$ cat src/rtl/mem_access_unit_pkg.sv
// mem_access_unit_pkg: shared encodings for the MEM-stage access engine
package mem_access_unit_pkg;
   localparam int DW_DEFAULT = 8;
   localparam logic [1:0] MTR_ALU = 2'b00;
   localparam logic [1:0] MTR_MEM = 2'b01;
   localparam logic [1:0] MTR_IO  = 2'b10;
   typedef enum logic {IDLE = 1'b0, WAIT = 1'b1} state_t;
endpackage

$ cat src/rtl/mem_access_unit.sv
// mem_access_unit: MEM-stage engine for loads/stores, call/interrupt pushes, RET pops and OUT writes
module mem_access_unit
   import mem_access_unit_pkg::*;
#(
   parameter int DW      = DW_DEFAULT,
   parameter int TIMEOUT = 15
) (
   input  logic          clk,
   input  logic          rst,
   input  logic          in_valid,
   input  logic [DW-1:0] pc_plus1,
   input  logic [DW-1:0] Rd2,
   input  logic [DW-1:0] ALU_res,
   input  logic [DW-1:0] FW_value,
   input  logic [DW-1:0] IP,
   input  logic          MemWrite,
   input  logic [1:0]    MemToReg,
   input  logic          RegWrite,
   input  logic [1:0]    RegDistidx,
   input  logic          IO_Write,
   input  logic          isCall,
   input  logic          int_signal,
   input  logic          isNotRet,
   input  logic [DW-1:0] io_in,
   input  logic [DW-1:0] mem_rdata,
   input  logic          mem_ready,
   output logic          stall,
   output logic          mem_req,
   output logic          mem_we,
   output logic [DW-1:0] mem_addr,
   output logic [DW-1:0] mem_wdata,
   output logic [DW-1:0] io_out,
   output logic          wb_valid,
   output logic          wb_RegWrite,
   output logic [1:0]    wb_RegDistidx,
   output logic [DW-1:0] wb_data,
   output logic          ret_valid,
   output logic [DW-1:0] ret_target,
   output logic          mem_err
);
   localparam int CW = $clog2(TIMEOUT + 1);

   state_t        state, state_nxt;
   logic [CW-1:0] cnt;
   logic          needs_mem, single, accept, done, abort;
   logic          lat_rw, lat_int, lat_ret;
   logic [1:0]    lat_idx;

   assign stall = (state != IDLE);

   // decode the live instruction and pick the next state
   always_comb begin
      needs_mem = MemWrite | isCall | int_signal | (MemToReg == MTR_MEM) | !isNotRet;
      single    = (state == IDLE) & in_valid & !needs_mem;
      accept    = (state == IDLE) & in_valid & needs_mem;
      done      = (state == WAIT) & mem_ready;
      abort     = (state == WAIT) & !mem_ready & (cnt == CW'(TIMEOUT));
      state_nxt = accept ? WAIT : (done | abort) ? IDLE : state;
   end

   // state register
   always_ff @(posedge clk or posedge rst)
      if (rst) state <= IDLE;
      else     state <= state_nxt;

   // memory port, latched instruction fields and wait counter
   always_ff @(posedge clk or posedge rst) begin
      if (rst) begin
         mem_req   <= 1'b0;
         mem_we    <= 1'b0;
         mem_addr  <= '0;
         mem_wdata <= '0;
         cnt       <= '0;
         lat_rw    <= 1'b0;
         lat_int   <= 1'b0;
         lat_ret   <= 1'b0;
         lat_idx   <= '0;
      end else if (accept) begin
         mem_req   <= 1'b1;
         mem_we    <= MemWrite | isCall | int_signal;
         mem_addr  <= ALU_res;
         mem_wdata <= isCall ? pc_plus1 : int_signal ? IP : FW_value;
         cnt       <= '0;
         lat_rw    <= RegWrite;
         lat_int   <= int_signal;
         lat_ret   <= !isNotRet;
         lat_idx   <= RegDistidx;
      end else if (done | abort) begin
         mem_req   <= 1'b0;
      end else if (state == WAIT) begin
         cnt       <= cnt + CW'(1);
      end
   end

   // OUT-port register, loaded when an OUT instruction is accepted
   always_ff @(posedge clk or posedge rst)
      if (rst)                                  io_out <= '0;
      else if ((state == IDLE) & in_valid & IO_Write) io_out <= Rd2;

   // MEM/WB results, return redirect and sticky timeout flag
   always_ff @(posedge clk or posedge rst) begin
      if (rst) begin
         wb_valid      <= 1'b0;
         wb_RegWrite   <= 1'b0;
         wb_RegDistidx <= '0;
         wb_data       <= '0;
         ret_valid     <= 1'b0;
         ret_target    <= '0;
         mem_err       <= 1'b0;
      end else begin
         wb_valid    <= single | done | abort;
         wb_RegWrite <= single ? RegWrite : done ? (lat_rw & !lat_int) : 1'b0;
         ret_valid   <= done & !mem_we & lat_ret;
         if (single) begin
            wb_RegDistidx <= RegDistidx;
            wb_data       <= (MemToReg == MTR_IO) ? io_in : ALU_res;
         end
         if (done | abort) wb_RegDistidx <= lat_idx;
         if (done) wb_data <= mem_we ? mem_addr : mem_rdata;
         if (done & !mem_we & lat_ret) ret_target <= mem_rdata;
         if (abort) mem_err <= 1'b1;
      end
   end
endmodule

$ cat config.mk
export PLATFORM = sky130hd
export DESIGN_NAME = mem_access_unit
export DESIGN_NICKNAME = d
export VERILOG_FILES = /design/src/rtl/mem_access_unit_pkg.sv /design/src/rtl/mem_access_unit.sv
export SDC_FILE = /design/constraint.sdc
export NUM_CORES = 1
export LEC_CHECK = 0
export BUFFER_PORTS_ARGS = -buffer_cell sky130_fd_sc_hd__buf_2
export CAP_MARGIN = 10
export CELL_PAD_IN_SITES_DETAIL_PLACEMENT = 1
export CELL_PAD_IN_SITES_GLOBAL_PLACEMENT = 1
export CORE_MARGIN = 4
export CORE_UTILIZATION = 31
export CTS_CLUSTER_DIAMETER = 120
export DETAILED_ROUTE_END_ITERATION = 12
export PLACE_DENSITY = 0.81
export SKIP_CTS_REPAIR_TIMING = 1
export SYNTH_ARGS = -nofsm -noshare
export SYNTH_HDL_FRONTEND = slang
export SYNTH_SLANG_ARGS = --single-unit
$ cat constraint.sdc
create_clock -name clk -period 1.5 [get_ports clk]
set_input_delay 0 -clock clk [delete_from_list [all_inputs] [get_ports clk]]
set_output_delay 0 -clock clk [all_outputs]
set_load 0.005 [all_outputs]
Yosys cells after proc, flatten, opt, wreduce, memory -nomap -nowiden --
Index checks and enable logic that the tools add are counted.
Storage, ports and cells: output and inout port bits 49, logic and storage cells 65, bits of input ports 70, register bits after elaboration 57
Operators by class: bitwise operators 18, $add $sub $neg 1, mux-type cells 15, reduce and logical (&&, ||, !) cells 10, equality and inequality tests 4
Operator list (number):
- 2-to-1 mux 8 bit | 6
- 2-to-1 mux 4 bit | 3
- bitwise AND 1 bit | 10
- nonzero test 2 bit | 4
- OR 1 bit | 7
- zero test 1 bit | 5
- adder 4 x 1 -> 4 bit (second input constant) | 1
- == test 4 bit (second input constant) | 1
- 2-to-1 mux 1 bit | 4
- 2-to-1 mux 2 bit | 2
- == test 2 x 1 -> 1 bit (second input constant) | 1
- == test 2 bit (second input constant) | 1
- inequality test 2 bit (second input constant) | 1
- AND reduction 2 bit | 1
- inverter 1 bit | 1

Depth between registers and ports, before layout --
Gate-level depths: netlist of run 1.
word-level depth 8, gate-level depth with buffers 7, mapped depth without buffers 5

Least setup slack after synthesis of run 1 --
No wires, ideal clock.
path kind flip-flop to flip-flop, start point register mem_req (netlist name), end point register lat_idx[1], buffers on the path 3, arrival time 1.343 ns, slack 0.040 ns, required time 1.383 ns, library setup time 0.117 ns, period minus slack after synthesis 1.460 ns, stages on the path, launching flop included 8, path through dfrtp_1 -> clkbuf_1 -> nand2b_1 -> a31o_2 -> buf_4 -> buf_4 -> nand2_1 -> nand2_1
RTL lines:
- to (signal assigned) | line mem_access_unit.sv:87 | lat_idx <= RegDistidx;
- to (decl) | line mem_access_unit.sv:47 | logic [1:0] lat_idx;

Final worst setup path of run 1 --
start point register cnt[0], end point register mem_req
On the way: cells in the longest elaborated chain, start to end 4
RTL lines:
- from (decl) | line mem_access_unit.sv:44 | logic [CW-1:0] cnt;
- from (signal assigned) | line mem_access_unit.sv:91 | cnt <= cnt + CW'(1);
- == test 4 bit | line mem_access_unit.sv:57 | abort = (state == WAIT) & !mem_ready & (cnt == CW'(TIMEOUT));
- bitwise AND 1 bit | line mem_access_unit.sv:57
- OR 1 bit | line mem_access_unit.sv:88 | end else if (done | abort) begin
- nonzero test 2 bit (no source line)
- to (signal assigned) | line mem_access_unit.sv:69 | mem_req <= 1'b0;
- to (signal assigned) | line mem_access_unit.sv:79 | mem_req <= 1'b1;
- to (signal assigned) | line mem_access_unit.sv:89 | mem_req <= 1'b0;
- to (decl) | line mem_access_unit.sv:28 | output logic mem_req,
Every way passes these cells. A chain may end at the register's enable or synchronous reset.

==> flow_metrics.tcl, run 1 <==
set metrics [dict create \
    h-tree-depth 3 \
    crit_fanout 6 \
    clock_power_share_pct 27.9 \
    synth-seq-cells 57 \
    critPathArrivalTime_ps 1630 \
    yosys_warnings 0 \
    vias 2488 \
    ir_drop_uv 492 \
    routed_wl_um 8530 \
    placed_cells 482 \
    port_buffers 118 \
    grt_max_degree 58 \
    synth_fa_ha_area_share_pct 0.468 \
    relSlewSlack_pct 77.1 \
    start_kind "flip-flop" \
    die_w_um 101 \
    synth_top_area_share_pct 53.3 \
    seq_power_share_pct 42.8 \
    intPower_mw 3.80 \
    violations "hold timing" \
    fin_skew_ps 7.33 \
    dieArea_mm2 0.0102 \
    endpoint_kind "flip-flop" \
    cts_root_buf "clkbuf_8" \
    boundaryPins 119 \
    yosys.area_share.xor_xnor_pct 0.327 \
    multi_input_area_mm2 0.00116 \
    cts_sinks 57 \
    clockBufferDepth 2 \
    synth_fp_nets 330 \
    fin_crit_ps 1380 \
    rows 33 \
    syn_area_mm2 0.00268 \
    holdWs_ps -21.5 \
    fillers 964 \
    crit_start "cnt[0]" \
    swShare_pct 30.7 \
    r2r_start "cnt[0]" \
    via_per_inst 4.70 \
    synthSimpleGateAreaFrac_pct 15.9 \
    start_util_pct 32.2 \
    drv_slew 0 \
    rrSetupSlack_ps 120 \
    leakagePower_nw 2.18 \
    final_nets 491 \
    drt-wirelength-per-cell_um 16.1 \
    regArea_mm2 0.00143 \
    fin_cells 529 \
    crit_path_end "mem_req" \
    synthDistinctLibCells 28 \
    drv_cap 0 \
    pwr-share-comb_pct 29.4 \
    worstMarginPinSlew_ps 342 \
    finalCritPeriodShare_pct 92.0 \
    hold_depth 3 \
    grt_pass1_vias 2786 \
    status "complete, but fails checks" \
    synth_top_family_by_area "multiplexers" \
    synth-compound-area-share_pct 6.83 \
    synthMuxAreaShare_pct 19.5 \
    dr.first_iter.drc_count 31 \
    die_y_um 101 \
    cts_made_buffers 9 \
    synth_seq_area_share_pct 53.3 \
    syn_inst 259 \
    p_sw_mw 1.68 \
    tns_ps 0 \
    drive_gt1_share_pct 39.6 \
    dr.pass1.iters 4 \
    antenna_found_initial 0 \
    finalHoldViolCount 4 \
    rsz0062_at_grt "no" \
    grt_usage_pct 17.1 \
    clkTransAtPathRegs_ps 60 \
    r2r_end "mem_req" \
    min_path_type "input pin to flip-flop" \
    ant_nets 0 \
    coreArea_mm2 0.00830 \
    cp.required_ps 1750 \
    yosys.area.top_type "dfrtp_1" \
    syn_area_per_cell_um2 10.3 \
    fin_util_pct 47.9 \
    power.density_mw_per_mm2 1380 \
    antenna_cells 0 \
    dpl.hpwl_um 6310 \
    routabilityCongestion 0.764 \
    finalSetupViolations 0 \
    drc 0 \
    grt_first_pass_wirelength_um 13500 \
    ff2ff_path_depth 6 \
    worstSkewPairLatency_ps 330 \
    fmax_mhz 725 \
    syn2layout_area_growth_pct 48.5 \
    crit_type "flip-flop to flip-flop" \
    ys_top_cells_by_area "dfrtp_1 (53%), mux2i_1 (13%), nand2_1 (10%)" \
    cts_tree "yes" \
    gr-total-overflow 0 \
]
-- sequential cells by signal, summed over array words and instances, names as in the netlist, 2 cells and up --
name / count
io_out: 8
mem_addr: 8
mem_wdata: 8
ret_target: 8
wb_data: 8
cnt: 4
lat_idx: 2
wb_RegDistidx: 2
-- power groups by stage --
stage | clock network, mW | registers, mW | logic (mW)
global placement | 0 | 2.34 | 1.48
global route | 1.66 | 2.42 | 1.82
floorplan | 0 | 2.36 | 0.738
detailed placement | 0 | 2.38 | 1.56
finish | 1.53 | 2.35 | 1.61
CTS | 1.57 | 2.36 | 1.57
-- cells in the final DEF, fill, tap and decap left out, drive strengths merged --
cell type / Yosys / routed
nor3: 1 / 1
xor2: 1 / 1
clkbuf: 3 / 13
bufinv: 0 / 1
nand4: 1 / 1
mux2i: 34 / 34
a21oi: 13 / 13
nand2: 73 / 73
a31o: 1 / 1
and3: 3 / 3
a21o: 1 / 1
o32ai: 1 / 1
nor2: 13 / 13
a31oi: 3 / 3
inv: 5 / 5
o21ai: 12 / 12
nor2b: 3 / 3
buf: 9 / 130
a211oi: 1 / 1
nand2b: 2 / 2
ha: 1 / 1
nand3: 3 / 3
dlygate4sd3: 0 / 32
clkinv: 1 / 2
dfrtp: 57 / 57
mux2: 16 / 16
nand4b: 1 / 1
-- per-layer routing --
layer / GRT usage [%] / share of wire (%) / up-vias
met5: 0 / 0 / -
met1: 18.6 / 40 / 1194
met3: 6.16 / 6.9 / 10
met4: 6.03 / 1.2 / 0
met2: 30.5 / 52 / 92
li1: - / - / 1192
-- worst min-delay path by stage --
stage                  start            to  slack [ps]
4_1_cts                  rst   mem_addr[0]        -270
3_3_place_gp             rst     io_out[2]          80
3_5_place_dp             rst     io_out[3]         100
6_report         pc_plus1[0]  mem_wdata[0]         -20
5_1_grt          pc_plus1[0]  mem_wdata[0]          10
2_1_floorplan  RegDistidx[0]    lat_idx[0]         110
-- worst max-delay path, cell delays in order (launching register included) --
cell and delay (ps):
dfrtp_1 400, ha_1 250, and3_1 210, o21ai_1 120
buf_4 150, inv_1 40, nor2_1 130
-- synth_stat cells, drive strengths merged --
library cell / instances
nand2: 73
dfrtp: 57
mux2i: 34
mux2: 16
a21oi: 13
nor2: 13
o21ai: 12
buf: 9
inv: 5
a31oi: 3
and3: 3
clkbuf: 3
nand3: 3
nor2b: 3
nand2b: 2
a211oi: 1
a21o: 1
a31o: 1
clkinv: 1
ha: 1
nand4: 1
nand4b: 1
nor3: 1
o32ai: 1
xor2: 1
-- cell type report --
class                      count  share of cell area, %
clock buffer                  13                   4.51
timing repair buffer         162                   25.5
tap                          105                   3.31
clock inverter                 2                  0.882
inverter                       6                  0.567
multi-input combinational    184                   29.3
sequential                    57                   35.9
-- cell families after synthesis --
logic type               after synthesis
AND/OR/NAND/NOR                      100
flip-flops                            57
multiplexers                          50
AO/OA/AOI/OAI                         32
buffers and inverters                 18
XOR/XNOR                               1
adder cells (fa/ha/maj)                1
-- stage by stage --
stage               power, mW  setup WS (ps)  cell area, µm²  hold slack (ps)
finish                   5.49            120            3970            -21.5
CTS                      5.49           37.8            3640             -270
detailed placement       3.94           25.7            3420             95.2
global placement         3.82            138            3420             79.6
global route             5.90           15.4            3970             11.0
floorplan                3.09           40.4            2680              105
Power figures use the tool's default switching activity.
==> inputs of run 2 (changes only) <==
--- a/config.mk
+++ b/config.mk
@@ -10,10 +10,12 @@
 export CELL_PAD_IN_SITES_DETAIL_PLACEMENT = 1
 export CELL_PAD_IN_SITES_GLOBAL_PLACEMENT = 1
 export CORE_MARGIN = 4
-export CORE_UTILIZATION = 31
+export CORE_UTILIZATION = 32
+export CTS_BUF_LIST = sky130_fd_sc_hd__clkbuf_8
 export CTS_CLUSTER_DIAMETER = 120
 export DETAILED_ROUTE_END_ITERATION = 12
-export PLACE_DENSITY = 0.81
+export PLACE_DENSITY = 0.83
+export SETUP_SLACK_MARGIN = 0.4
 export SKIP_CTS_REPAIR_TIMING = 1
 export SYNTH_ARGS = -nofsm -noshare
 export SYNTH_HDL_FRONTEND = slang
==> flow_metrics.tcl, run 2 (synthesis results as in run 1) <==
set metrics [dict create \
    power.density_mw_per_mm2 1350 \
    fin_crit_ps 1370 \
    ant_nets 0 \
    syn2layout_area_growth_pct 58.3 \
    fin_skew_ps 9.62 \
    h-tree-depth 3 \
    fin_util_pct 51.8 \
    min_to "lat_ret" \
    r2r_start "cnt[1]" \
    worstSkewPairLatency_ps 340 \
    drt-wirelength-per-cell_um 16.5 \
    vias 2584 \
    leakagePower_nw 2.28 \
    ff2ff_path_depth 6 \
    placed_cells 483 \
    cp.required_ps 1760 \
    drive_gt1_share_pct 43.3 \
    routabilityCongestion 0.760 \
    ir_drop_uv 493 \
    fillers 958 \
    dpl_worst_slack_ps 136 \
    grt_max_degree 58 \
    final_nets 505 \
    min_path_type "input pin to flip-flop" \
    port_buffers 118 \
    clockBufferDepth 2 \
    dieArea_mm2 0.00989 \
    coreArea_mm2 0.00818 \
    critPathArrivalTime_ps 1630 \
    fmax_mhz 730 \
    fin_cells 544 \
    die_y_um 99.4 \
    grt_first_pass_wirelength_um 12700 \
    drc 0 \
    dr.first_iter.drc_count 41 \
    rrSetupSlack_ps 130 \
    cts_sinks 57 \
    hold_depth 3 \
    drv_cap 0 \
    endpoint_kind "flip-flop" \
    r2r_end "wb_RegDistidx[1]" \
    multi_input_area_mm2 0.00126 \
    grt_pass1_vias 2558 \
    rows 33 \
    dpl.hpwl_um 5870 \
    setup_ws_ps 129 \
    regArea_mm2 0.00143 \
    crit_fanout 6 \
    final_area_mm2 0.00424 \
    antenna_found_initial 0 \
    finalCritPeriodShare_pct 91.4 \
    grt_usage_pct 16.6 \
    rsz0062_at_grt "yes" \
    relSlewSlack_pct 74.4 \
    cts_root_buf "clkbuf_8" \
    start_kind "flip-flop" \
    start_util_pct 32.7 \
    layout_commonest_cell "buf_2" \
    tns_ps 0 \
    crit_type "flip-flop to flip-flop" \
    dpl_cell_area_mm2 0.00348 \
    dr.pass1.iters 4 \
    gr-total-overflow 0 \
    finalHoldViolCount 0 \
    status "completed" \
    antenna_cells 0 \
    cts_made_buffers 9 \
    routed_wl_um 8970 \
    via_per_inst 4.75 \
    die_w_um 99.4 \
    finalSetupViolations 0 \
    clkTransAtPathRegs_ps 60 \
    cts_tree "yes" \
    drv_slew 0 \
    boundaryPins 119 \
    layout_common_cells "buf_2 (118), nand2_1 (71), dfrtp_1 (57), dlygate4sd3_1 (38), mux2i_1 (33)" \
    min-delay-start "in_valid" \
    worstMarginPinSlew_ps 385 \
]
## run 2: critical path, stage by stage (launching register included)
cell     delay, ps
dfrtp_1        400
ha_2           220
and3_4         190
o21ai_2        160
buf_6          170
nor2_2          40
a21oi_1        110
## run 2: where the power goes
group | switching, mW | internal, mW
Sequential | 0.307 | 2.04
Combinational | 0.829 | 0.918
Clock | 0.623 | 1.02
## run 2: per-stage QoR
step                      hold WS, ps  power, mW
final                            20.3       5.73
after global routing             12.3       6.12
after CTS                        -255       5.61
after detailed placement          119       3.93
after global placement            103       3.83
after floorplan                  86.8       3.13
## run 2: final cells by class
cell class                      instances  area share (%)
Sequential cell                        57            33.7
Multi-Input combinational cell        185            29.7
Timing Repair Buffer                  175            27.4
Clock buffer                           11            3.57
Tap cell                              105            3.10
Clock inverter                          5            1.83
Inverter                                6           0.650
## run 2: how the worst max path moves through the flow
| stage | startpoint | endpoint | slack [ps] | depth (start not counted) |
|---|---|---|---|---|
| CTS | mem_req | wb_data[6] | 50 | 5 |
| global route | cnt[1] | wb_RegDistidx[1] | 80 | 6 |
| floorplan | mem_req | lat_idx[1] | 150 | 7 |
| detailed placement | cnt[0] | wb_RegDistidx[1] | 140 | 6 |
| finish | cnt[1] | wb_RegDistidx[1] | 130 | 6 |
| global placement | cnt[0] | wb_RegDistidx[1] | 170 | 6 |
## run 2: metal layers
metal  wire length, µm  up-vias  track usage (%)
li1                  -     1232                -
met1              3530     1257             19.8
met2              4760       84             27.7
met3               554       11             4.56
met4               130        0             8.09
met5                 0        -                0
==> inputs of run 3 (changes only) <==
--- a/config.mk
+++ b/config.mk
@@ -14,6 +14,7 @@
 export CTS_BUF_LIST = sky130_fd_sc_hd__clkbuf_8
 export CTS_CLUSTER_DIAMETER = 120
 export DETAILED_ROUTE_END_ITERATION = 12
+export MAX_ROUTING_LAYER = met4
 export PLACE_DENSITY = 0.83
 export SETUP_SLACK_MARGIN = 0.4
 export SKIP_CTS_REPAIR_TIMING = 1
==> flow_metrics.tcl, run 3 (synthesis results as in run 1) <==
set metrics [dict create \
    status "completed" \
    fmax_mhz 733 \
    fin_skew_ps 10.3 \
    port_buffers 118 \
    crit_path_end "wb_RegDistidx[1]" \
    finalCritPeriodShare_pct 90.9 \
    cp.required_ps 1760 \
    crit_fanout 6 \
    power_mw 5.73 \
    cts_made_buffers 9 \
    cts_sinks 57 \
    coreArea_mm2 0.00818 \
    grt_first_pass_wirelength_um 12700 \
    leakagePower_nw 2.28 \
    start_kind "flip-flop" \
    gr-total-overflow 0 \
    drive_gt1_share_pct 43.3 \
    layout_commonest_cell "buf_2" \
    drv_slew 0 \
    grt_usage_pct 17.1 \
    fillers 958 \
    h-tree-depth 3 \
    dieArea_mm2 0.00989 \
    ant_nets 0 \
    antenna_found_initial 0 \
    clkTransAtPathRegs_ps 60 \
    fin_crit_ps 1360 \
    grt_max_degree 58 \
    finalHoldViolCount 0 \
    via_per_inst 4.73 \
    clockBufferDepth 2 \
    cts_tree "yes" \
    rsz0062_at_grt "yes" \
    worstMarginPinSlew_ps 398 \
    cts_root_buf "clkbuf_8" \
    drc 0 \
    die_w_um 99.4 \
    dr.first_iter.drc_count 44 \
    tns_ps 0 \
    antenna_cells 0 \
    relSlewSlack_pct 73.5 \
    rrSetupSlack_ps 140 \
    vias 2573 \
    boundaryPins 119 \
    r2r_end "wb_RegDistidx[1]" \
    cp.depth 6 \
    worstSkewPairLatency_ps 340 \
    grt_pass1_vias 2554 \
    multi_input_area_mm2 0.00126 \
    min_path_type "input pin to flip-flop" \
    final_nets 505 \
    regArea_mm2 0.00143 \
    layout_common_cells "buf_2 (118), nand2_1 (71), dfrtp_1 (57), dlygate4sd3_1 (38), mux2i_1 (33)" \
    path_delay_family "flip-flops" \
    ir_drop_uv 492 \
    start_util_pct 32.7 \
    crit_type "flip-flop to flip-flop" \
    min-delay-start "in_valid" \
    dr.pass1.iters 6 \
    cp_slowest_stage_delay_ps 400 \
    critPathArrivalTime_ps 1620 \
    routed_wl_um 8960 \
    drt-wirelength-per-cell_um 16.5 \
    crit_start "cnt[1]" \
    finalSetupViolations 0 \
    path_cells "ha_2, and3_4, o21ai_2, buf_6, nor2_2, a21oi_1" \
    cp.buffers_inverters 1 \
    power.density_mw_per_mm2 1350 \
    die_y_um 99.4 \
    ff2ff_path_depth 6 \
    routabilityCongestion 0.770 \
    dpl.hpwl_um 5870 \
    drv_cap 0 \
    endpoint_kind "flip-flop" \
    slowest_stage "dfrtp_1" \
    r2r_start "cnt[1]" \
    syn2layout_area_growth_pct 58.3 \
    rows 33 \
]
[run 3: cell counts in the layout (fill, tap and decap cells not counted)]
Identical to the previous run, type by type.
[run 3: metal layers]
layer / global-route usage (%) / vias to the layer above / wire [µm]
li1: - / 1234 / -
met1: 20.1 / 1244 / 3570
met2: 27.8 / 88 / 4770
met3: 3.79 / 7 / 519
met4: 8.40 / 0 / 101
met5: - / - / 0
[run 3: how the worst min path moves through the flow]
| stage | endpoint | slack (ps) | depth (start not counted) |
|---|---|---|---|
| detailed placement | ret_target[6] | 120 | 3 |
| global placement | ret_target[6] | 100 | 3 |
| CTS | lat_int | -250 | 3 |
| finish | lat_ret | 20 | 3 |
| floorplan | cnt[0] | 90 | 1 |
| global route | lat_ret | 10 | 3 |
[run 3: area by class of cell]
class	count	share of cell area, %
Inverter	6	0.650
Tap cell	105	3.10
Timing Repair Buffer	175	27.4
Clock buffer	11	3.57
Multi-Input combinational cell	185	29.7
Sequential cell	57	33.7
Clock inverter	5	1.83
[run 3: power breakdown]
group / internal, mW / leakage (nW) / switching (mW)
clock network: 1.02 / 0.115 / 0.617
registers: 2.04 / 0.705 / 0.308
logic: 0.918 / 1.46 / 0.829
[run 3: worst reg2reg max path, cell delays in order (launching register included)]
cell and delay, ps:
dfrtp_1 400, ha_2 220, and3_4 190, o21ai_2 160
buf_6 170, nor2_2 40, a21oi_1 110
[run 3: stage by stage]
| step | utilization, % | setup slack (ps) | instances | hold slack, ps | area, µm² |
|---|---|---|---|---|---|
| floorplan | - | 148 | 259 | 86.8 | 2730 |
| global placement | 42.6 | 173 | 483 | 103 | 3480 |
| detailed placement | 42.6 | 136 | 483 | 119 | 3480 |
| CTS | 45.4 | 53.5 | 499 | -255 | 3710 |
| global route | 51.8 | 81.2 | 544 | 13.2 | 4240 |
| finish | 51.8 | 137 | 544 | 18.9 | 4240 |
